**src/rtl/counter_sched.sv**
```systemverilog
// counter_sched: round-robin scheduler that time-shares one external up-counter
// between NUM_REQ requesters. A granted requester's start value is loaded into
// the counter, which then runs up to all-ones; the owner gets a one-cycle done
// pulse and the next arbitration starts just after the last winner.
//
// Ports:
//   clk        rising-edge clock
//   reset      synchronous, active-low reset
//   req_valid  per-requester request
//   req_start  flattened start values, requester i at [i*CNT_WIDTH +: CNT_WIDTH]
//   req_ready  one-hot acceptance (IDLE only, combinational on req_valid)
//   req_done   one-cycle completion pulse to the owner
//   busy       high while loading or running the counter
//   grant_id   index of the current/last owner
//   cnt_clear  counter active-high reset (parks it at 0 while idle)
//   cnt_load   counter load strobe
//   cnt_data   counter load data
//   cnt_count  counter output
module counter_sched #(
    parameter int unsigned NUM_REQ   = 4,
    parameter int unsigned CNT_WIDTH = 16
) (
    input  logic                           clk,
    input  logic                           reset,
    input  logic [NUM_REQ-1:0]             req_valid,
    input  logic [NUM_REQ*CNT_WIDTH-1:0]   req_start,
    output logic [NUM_REQ-1:0]             req_ready,
    output logic [NUM_REQ-1:0]             req_done,
    output logic                           busy,
    output logic [$clog2(NUM_REQ)-1:0]     grant_id,
    output logic                           cnt_clear,
    output logic                           cnt_load,
    output logic [CNT_WIDTH-1:0]           cnt_data,
    input  logic [CNT_WIDTH-1:0]           cnt_count
);

    localparam int unsigned IDW = $clog2(NUM_REQ);

    typedef enum logic [1:0] {
        S_IDLE = 2'd0,
        S_LOAD = 2'd1,
        S_RUN  = 2'd2
    } state_t;

    state_t               state;
    logic [IDW-1:0]       rr_ptr;
    logic [CNT_WIDTH-1:0] start_q;

    logic                 win_found;
    logic [IDW-1:0]       win_idx;
    logic [IDW-1:0]       scan_idx;
    logic                 run_end;
    logic [IDW-1:0]       next_ptr;

    // Round-robin search: first valid requester at or after rr_ptr, wrapping.
    always_comb begin
        win_found = 1'b0;
        win_idx   = '0;
        scan_idx  = '0;
        for (int unsigned k = 0; k < NUM_REQ; k++) begin
            scan_idx = IDW'((32'(rr_ptr) + k) % NUM_REQ);
            if (!win_found && req_valid[scan_idx]) begin
                win_found = 1'b1;
                win_idx   = scan_idx;
            end
        end
    end

    assign run_end  = (state == S_RUN) && (cnt_count == '1);
    // Pointer just past the finishing owner, so it gets lowest priority next.
    assign next_ptr = (grant_id == IDW'(NUM_REQ - 1)) ? '0 : grant_id + IDW'(1);

    // Output decode from state and registers; reset forces the quiet values.
    always_comb begin
        req_ready = '0;
        req_done  = '0;
        busy      = 1'b0;
        cnt_clear = 1'b1;
        cnt_load  = 1'b0;
        cnt_data  = start_q;
        if (!reset) begin
            cnt_data = '0;
        end else begin
            case (state)
                S_IDLE: begin
                    if (win_found) begin
                        req_ready[win_idx] = 1'b1;
                    end
                end
                S_LOAD: begin
                    busy      = 1'b1;
                    cnt_clear = 1'b0;
                    cnt_load  = 1'b1;
                end
                S_RUN: begin
                    busy      = 1'b1;
                    cnt_clear = 1'b0;
                    if (run_end) begin
                        req_done[grant_id] = 1'b1;
                    end
                end
                default: ;
            endcase
        end
    end

    // State machine and grant bookkeeping.
    always_ff @(posedge clk) begin
        if (!reset) begin
            state    <= S_IDLE;
            rr_ptr   <= '0;
            grant_id <= '0;
            start_q  <= '0;
        end else begin
            case (state)
                S_IDLE: begin
                    if (win_found) begin
                        start_q  <= req_start[32'(win_idx) * CNT_WIDTH +: CNT_WIDTH];
                        grant_id <= win_idx;
                        state    <= S_LOAD;
                    end
                end
                S_LOAD: begin
                    state <= S_RUN;
                end
                S_RUN: begin
                    if (run_end) begin
                        rr_ptr <= next_ptr;
                        state  <= S_IDLE;
                    end
                end
                default: begin
                    state <= S_IDLE;
                end
            endcase
        end
    end

endmodule
```
**config.mk**
```make
export PLATFORM = sky130hd
export DESIGN_NAME = counter_sched
export DESIGN_NICKNAME = d
export VERILOG_FILES = /design/src/rtl/counter_sched.sv
export SDC_FILE = /design/constraint.sdc
export NUM_CORES = 1
export LEC_CHECK = 0
export ABC_AREA = 1
export CAP_MARGIN = 20
export CELL_PAD_IN_SITES_DETAIL_PLACEMENT = 1
export CELL_PAD_IN_SITES_GLOBAL_PLACEMENT = 2
export CORE_ASPECT_RATIO = 1.25
export CORE_MARGIN = 4
export CORE_UTILIZATION = 19
export CTS_CLUSTER_SIZE = 30
export DETAILED_ROUTE_END_ITERATION = 6
export PLACE_DENSITY = 0.82
export SETUP_SLACK_MARGIN = 0.1
export SYNTH_ARGS = -nofsm -noshare
export SYNTH_HDL_FRONTEND = slang
export SYNTH_SLANG_ARGS = --single-unit
```
**constraint.sdc**
```tcl
create_clock -name clk -period 2.6 [get_ports clk]
set_clock_uncertainty 0.15 [all_clocks]
set_input_delay 0.39 -clock clk [delete_from_list [all_inputs] [get_ports clk]]
set_output_delay 0.39 -clock clk [all_outputs]
set_load 0.005 [all_outputs]
```
---- Yosys cells after proc, flatten, opt, wreduce, memory -nomap -nowiden ----
Index checks and enable logic that the tools add are counted.
W data, S select, Z words.
storage, ports and cells
  bits in registers ....................... 22
  bits of input ports ..................... 86
  logic and storage cells ................. 74
operators by class
  $add $sub $neg .......................... 4
  magnitude comparators ................... 8
  equality and inequality tests ........... 6
  shifts and indexed selects .............. 1
  muxes and demuxes ....................... 37
  reduce and logical (&&, ||, !) cells .... 14
operators with widths
  cell                    number
  $shiftx A64 B7 Y16      1
  $mux W4                 6
  $lt A2 B3 Y1 const B    6
  $eq A16 B16 Y1 const B  1
  $mux W1                 16
  $mux W16                1
  $mux W2                 7
  $bmux W1 S2             4
  $logic_and A1 B1 Y1     6
  $pmux W2 S3             1
  $reduce_and A2 Y1       3
  $add A2 B1 Y2 const B   2
  $add A2 B2 Y2 const B   2
  $demux W1 S2            2
  $eq A2 B2 Y1 const B    2
  $ge A2 B1 Y1 const B    2
  $ne A2 B2 Y1 const B    2
  $logic_not A1 Y1        3
  $eq A2 B1 Y1 const B    1
  $logic_not A2 Y1        1
  $reduce_or A2 Y1        1

---- Logic depth before layout (Yosys ltp) ----
  depth in word-level cells ............... 19
  depth in mapped cells ................... 15
  depth with buffers taken out ............ 14

---- Worst setup path after synthesis ----
Ideal clock, no wire load.
  path kind ............................... register to output
  from .................................... register rr_ptr[0]
  to ...................................... output req_ready[1]
  data arrival time ....................... 1.567 ns
  data required time ...................... 2.060 ns
  path slack .............................. 0.493 ns
  stages on the path, launching flop included .. 13
  cell sequence ........................... dfxtp_1 -> buf_6 -> nand2_1 -> nand3_1 -> nand2_2 -> nor2_4 -> nand3_2 -> nand2_2 -> nand2_4 -> buf_6 -> inv_2 -> nand3_1 -> nor2_1
between the ends
  cells in the longest elaborated chain, start to end .. 19
  elaborated cells between the ends (all ways) .. 33
ends and longest elaborated chain
  what                                                   line  RTL
  start: declaration                                     46    logic [IDW-1:0] rr_ptr;
  start signal: assignment                               128   rr_ptr <= next_ptr;
  branches (longest 16 deep; another with $lt A2 B3 Y1)  -
  $mux W4 (*)                                            86    if (win_found) begin
  $mux W4 (*)                                            84    case (state)
  $mux W4 (*)                                            81    if (!reset) begin
  end: declaration                                       27    output logic [NUM_REQ-1:0] req_ready,
Mark *: on every way between the ends. The select of a mux whose other input is x is not followed.

---- Worst setup path after layout ----
  from .................................... register rr_ptr[0]
  to ...................................... output req_ready[2]
The elaborated chain is that of the path after synthesis.

==> flow_metrics.env <==
export IMPL_fill_cells=1553
export IMPL_nNetsFinal=642
export IMPL_htreeDepth=1
export IMPL_cts_tree="yes"
export IMPL_yosys_warnings=0
export IMPL_holdWs_ps=396
export IMPL_synth_top_area_share_pct=19.0
export IMPL_ys_async_sr_fraction_pct=0
export IMPL_synth_edff_count=0
export IMPL_synth_cells=415
export IMPL_synth_area_mm2=0.00232
export IMPL_drt_initial_drc_count=80
export IMPL_synth_top_cell_by_area="dfxtp_1"
export IMPL_rsz0062_at_grt="true"
export IMPL_core_area_mm2=0.0118
export IMPL_track_usage_pct=13.3
export IMPL_synth_most_common_cell="inv_1"
export IMPL_tightestPinTransition_ps=430
export IMPL_synth_area_per_cell_um2=5.58
export IMPL_rows=44
export IMPL_dp_final_hpwl_mm=7.32
export IMPL_holdBufCountCts=0
export IMPL_worstPathArrival_ps=1930
export IMPL_grt_pass1_wl_mm=15.3
export IMPL_die_x_um=107
export IMPL_cts_inserted_buffers=3
export IMPL_area_growth_pct=75.3
export IMPL_synth_ff_type="dfxtp_1"
export IMPL_synth_common_cells="inv_1 (115), nand2_1 (114), nand3_1 (79), dfxtp_1 (22), nor2_1 (10)"
export IMPL_root_buffer="clkbuf_16"
export IMPL_cts_sinks=22
export IMPL_finalMaxSlewViolations=0
export IMPL_portBuffers=114
export IMPL_overflow=0
export IMPL_timing_fmax_mhz=404
export IMPL_grt_max_degree=33
export IMPL_gp_congestion=0.805
export IMPL_antenna_cells=0
export IMPL_pin_count=115
export IMPL_first_pass_iters=4
export IMPL_clk_latency_ps=260
export IMPL_start_util_pct=19.7
export IMPL_layout_cells_non_filler=707
export IMPL_synth_cell_type_count=29
export IMPL_vias=2927
export IMPL_dp_cells=692
export IMPL_hold_violations=0
export IMPL_crit_type="reg -> out"
export IMPL_die_area_mm2=0.0140
export IMPL_postRouteWirelength_mm=9.42
export IMPL_period_minus_slack_ps=2470
export IMPL_p_leak_nw=2.25
export IMPL_ys_top_cells_by_area="dfxtp_1 (19%), inv_1 (19%), nand2_1 (18%)"
export IMPL_drv_cap=0
export IMPL_synth_nets=510
export IMPL_drc=0
export IMPL_max_vdd_ir_drop_mv=0.296
export IMPL_synth_seq_cells=22
export IMPL_post_route_period_util_pct=95.1
export IMPL_critPathRequiredTime_ps=2060
export IMPL_power_density_mw_per_mm2=554
export IMPL_grt_pass1_vias=3235
export IMPL_antenna_found_initial=0
export IMPL_dieHeight_um=131
export IMPL_critical_path_startpoint_type="flip-flop"
export IMPL_drive_gt1_share_pct=20.1
export IMPL_clkTransAtPathRegs_ps=70
export IMPL_ctsLongestPathBuffers=2
export IMPL_ys_seq_area_share_pct=19.0
export IMPL_holdCritPathClass="reg -> reg"
export IMPL_post_drt_wl_per_cell_um=13.3
export IMPL_status="completed"
export IMPL_end_kind="primary output"
export IMPL_postRouteAntennaNets=0
export IMPL_cp_max_fo=6
export IMPL_finalSetupViolCount=0
export IMPL_viasPerCell=4.14
export IMPL_relSlewSlack_pct=71.0
==> registers in the layout (all words and copies together) (netlist names) <==
| name | cells |
|---|---|
| grant_id | 2 |
| rr_ptr | 2 |
| state | 2 |
| start_q | 16 |
==> power breakdown <==
group,internal (mW),switching [mW]
Combinational,0.614,0.642
Sequential,0.494,0.0561
Clock,0.306,0.138
Total,1.41,0.837
==> path summary, 6_finish.rpt <==
kind | slack [ps] | to | startpoint | cells after the start
worst max-delay path | 130 | req_ready[2] | rr_ptr[0] | 13
worst min-delay path | 400 | start_q[2] | start_q[2] | 4
worst max register to register | 350 | start_q[3] | rr_ptr[0] | 14
worst min register to register | 400 | start_q[2] | start_q[2] | 4
==> cells by family after synthesis <==
logic type | synth area share, %
buf+inv | 25.3
simple gates | 46.9
compound gates | 3.89
fa+ha+maj | 4.86
flops | 19.0
==> layout by cell type (no fill, tap or decap), drive strengths merged, types with 2 or more instances in the layout <==
cell type / n
clkdlybuf4s50: 102
ha: 9
nor2: 13
nand4: 4
clkbuf: 8
dlygate4sd2: 4
o21ai: 7
nand3: 87
nor3: 2
a21oi: 5
inv: 120
nand2: 122
dfxtp: 22
buf: 34
==> critical path: stages (launching register included) <==
cell	delay, ps
dfxtp_4	430
buf_6	140
nand2_2	50
nand2_2	90
nand2_2	70
nand2_2	80
nor2_2	50
nor2_2	100
nand2_2	80
nand2_4	80
inv_4	40
buf_6	120
nor3_4	190
buf_2	140
==> routing by layer <==
layer / up-vias / global-route usage [%] / part of all wire [%]
met1: 1361 / 14.8 / 40
met2: 68 / 26.5 / 55
met4: 0 / 2.35 / 0.69
li1: 1494 / - / -
met5: - / 0 / 0
met3: 4 / 1.77 / 4.1
==> cell type report <==
cell class / instances / area (um2) / share of cell area (%)
Clock buffer: 3 / 75.1 / 1.85
Clock inverter: 1 / 30.0 / 0.740
Inverter: 120 / 463 / 11.4
Multi-Input combinational cell: 254 / 1470 / 36.1
Sequential cell: 22 / 445 / 11.0
Tap cell: 161 / 201 / 4.96
Timing Repair Buffer: 146 / 1380 / 34.0
==> through the flow <==
stage,TNS [ps],power [mW],cell area (um2),utilization [%],setup WS [ps]
after floorplan,0,1.17,2320,-,493
after global placement,-2290,1.71,3690,31.4,-515
after detailed placement,-3140,1.76,3690,31.4,-618
after CTS,0,2.27,3950,33.6,50.8
after global routing,0,2.46,4060,34.5,31.1
final,0,2.25,4060,34.5,126
==> what timing repair did <==
item / in CTS / in global routing
pin swaps: 17 / 25
buffers inserted: 5 / 6
endpoints found under the setup margin: 8 / 8
gates resized for setup: 58 / 35
endpoints found under the hold margin: 0 / 0
Note: power is estimated with default switching activity, not from simulation.
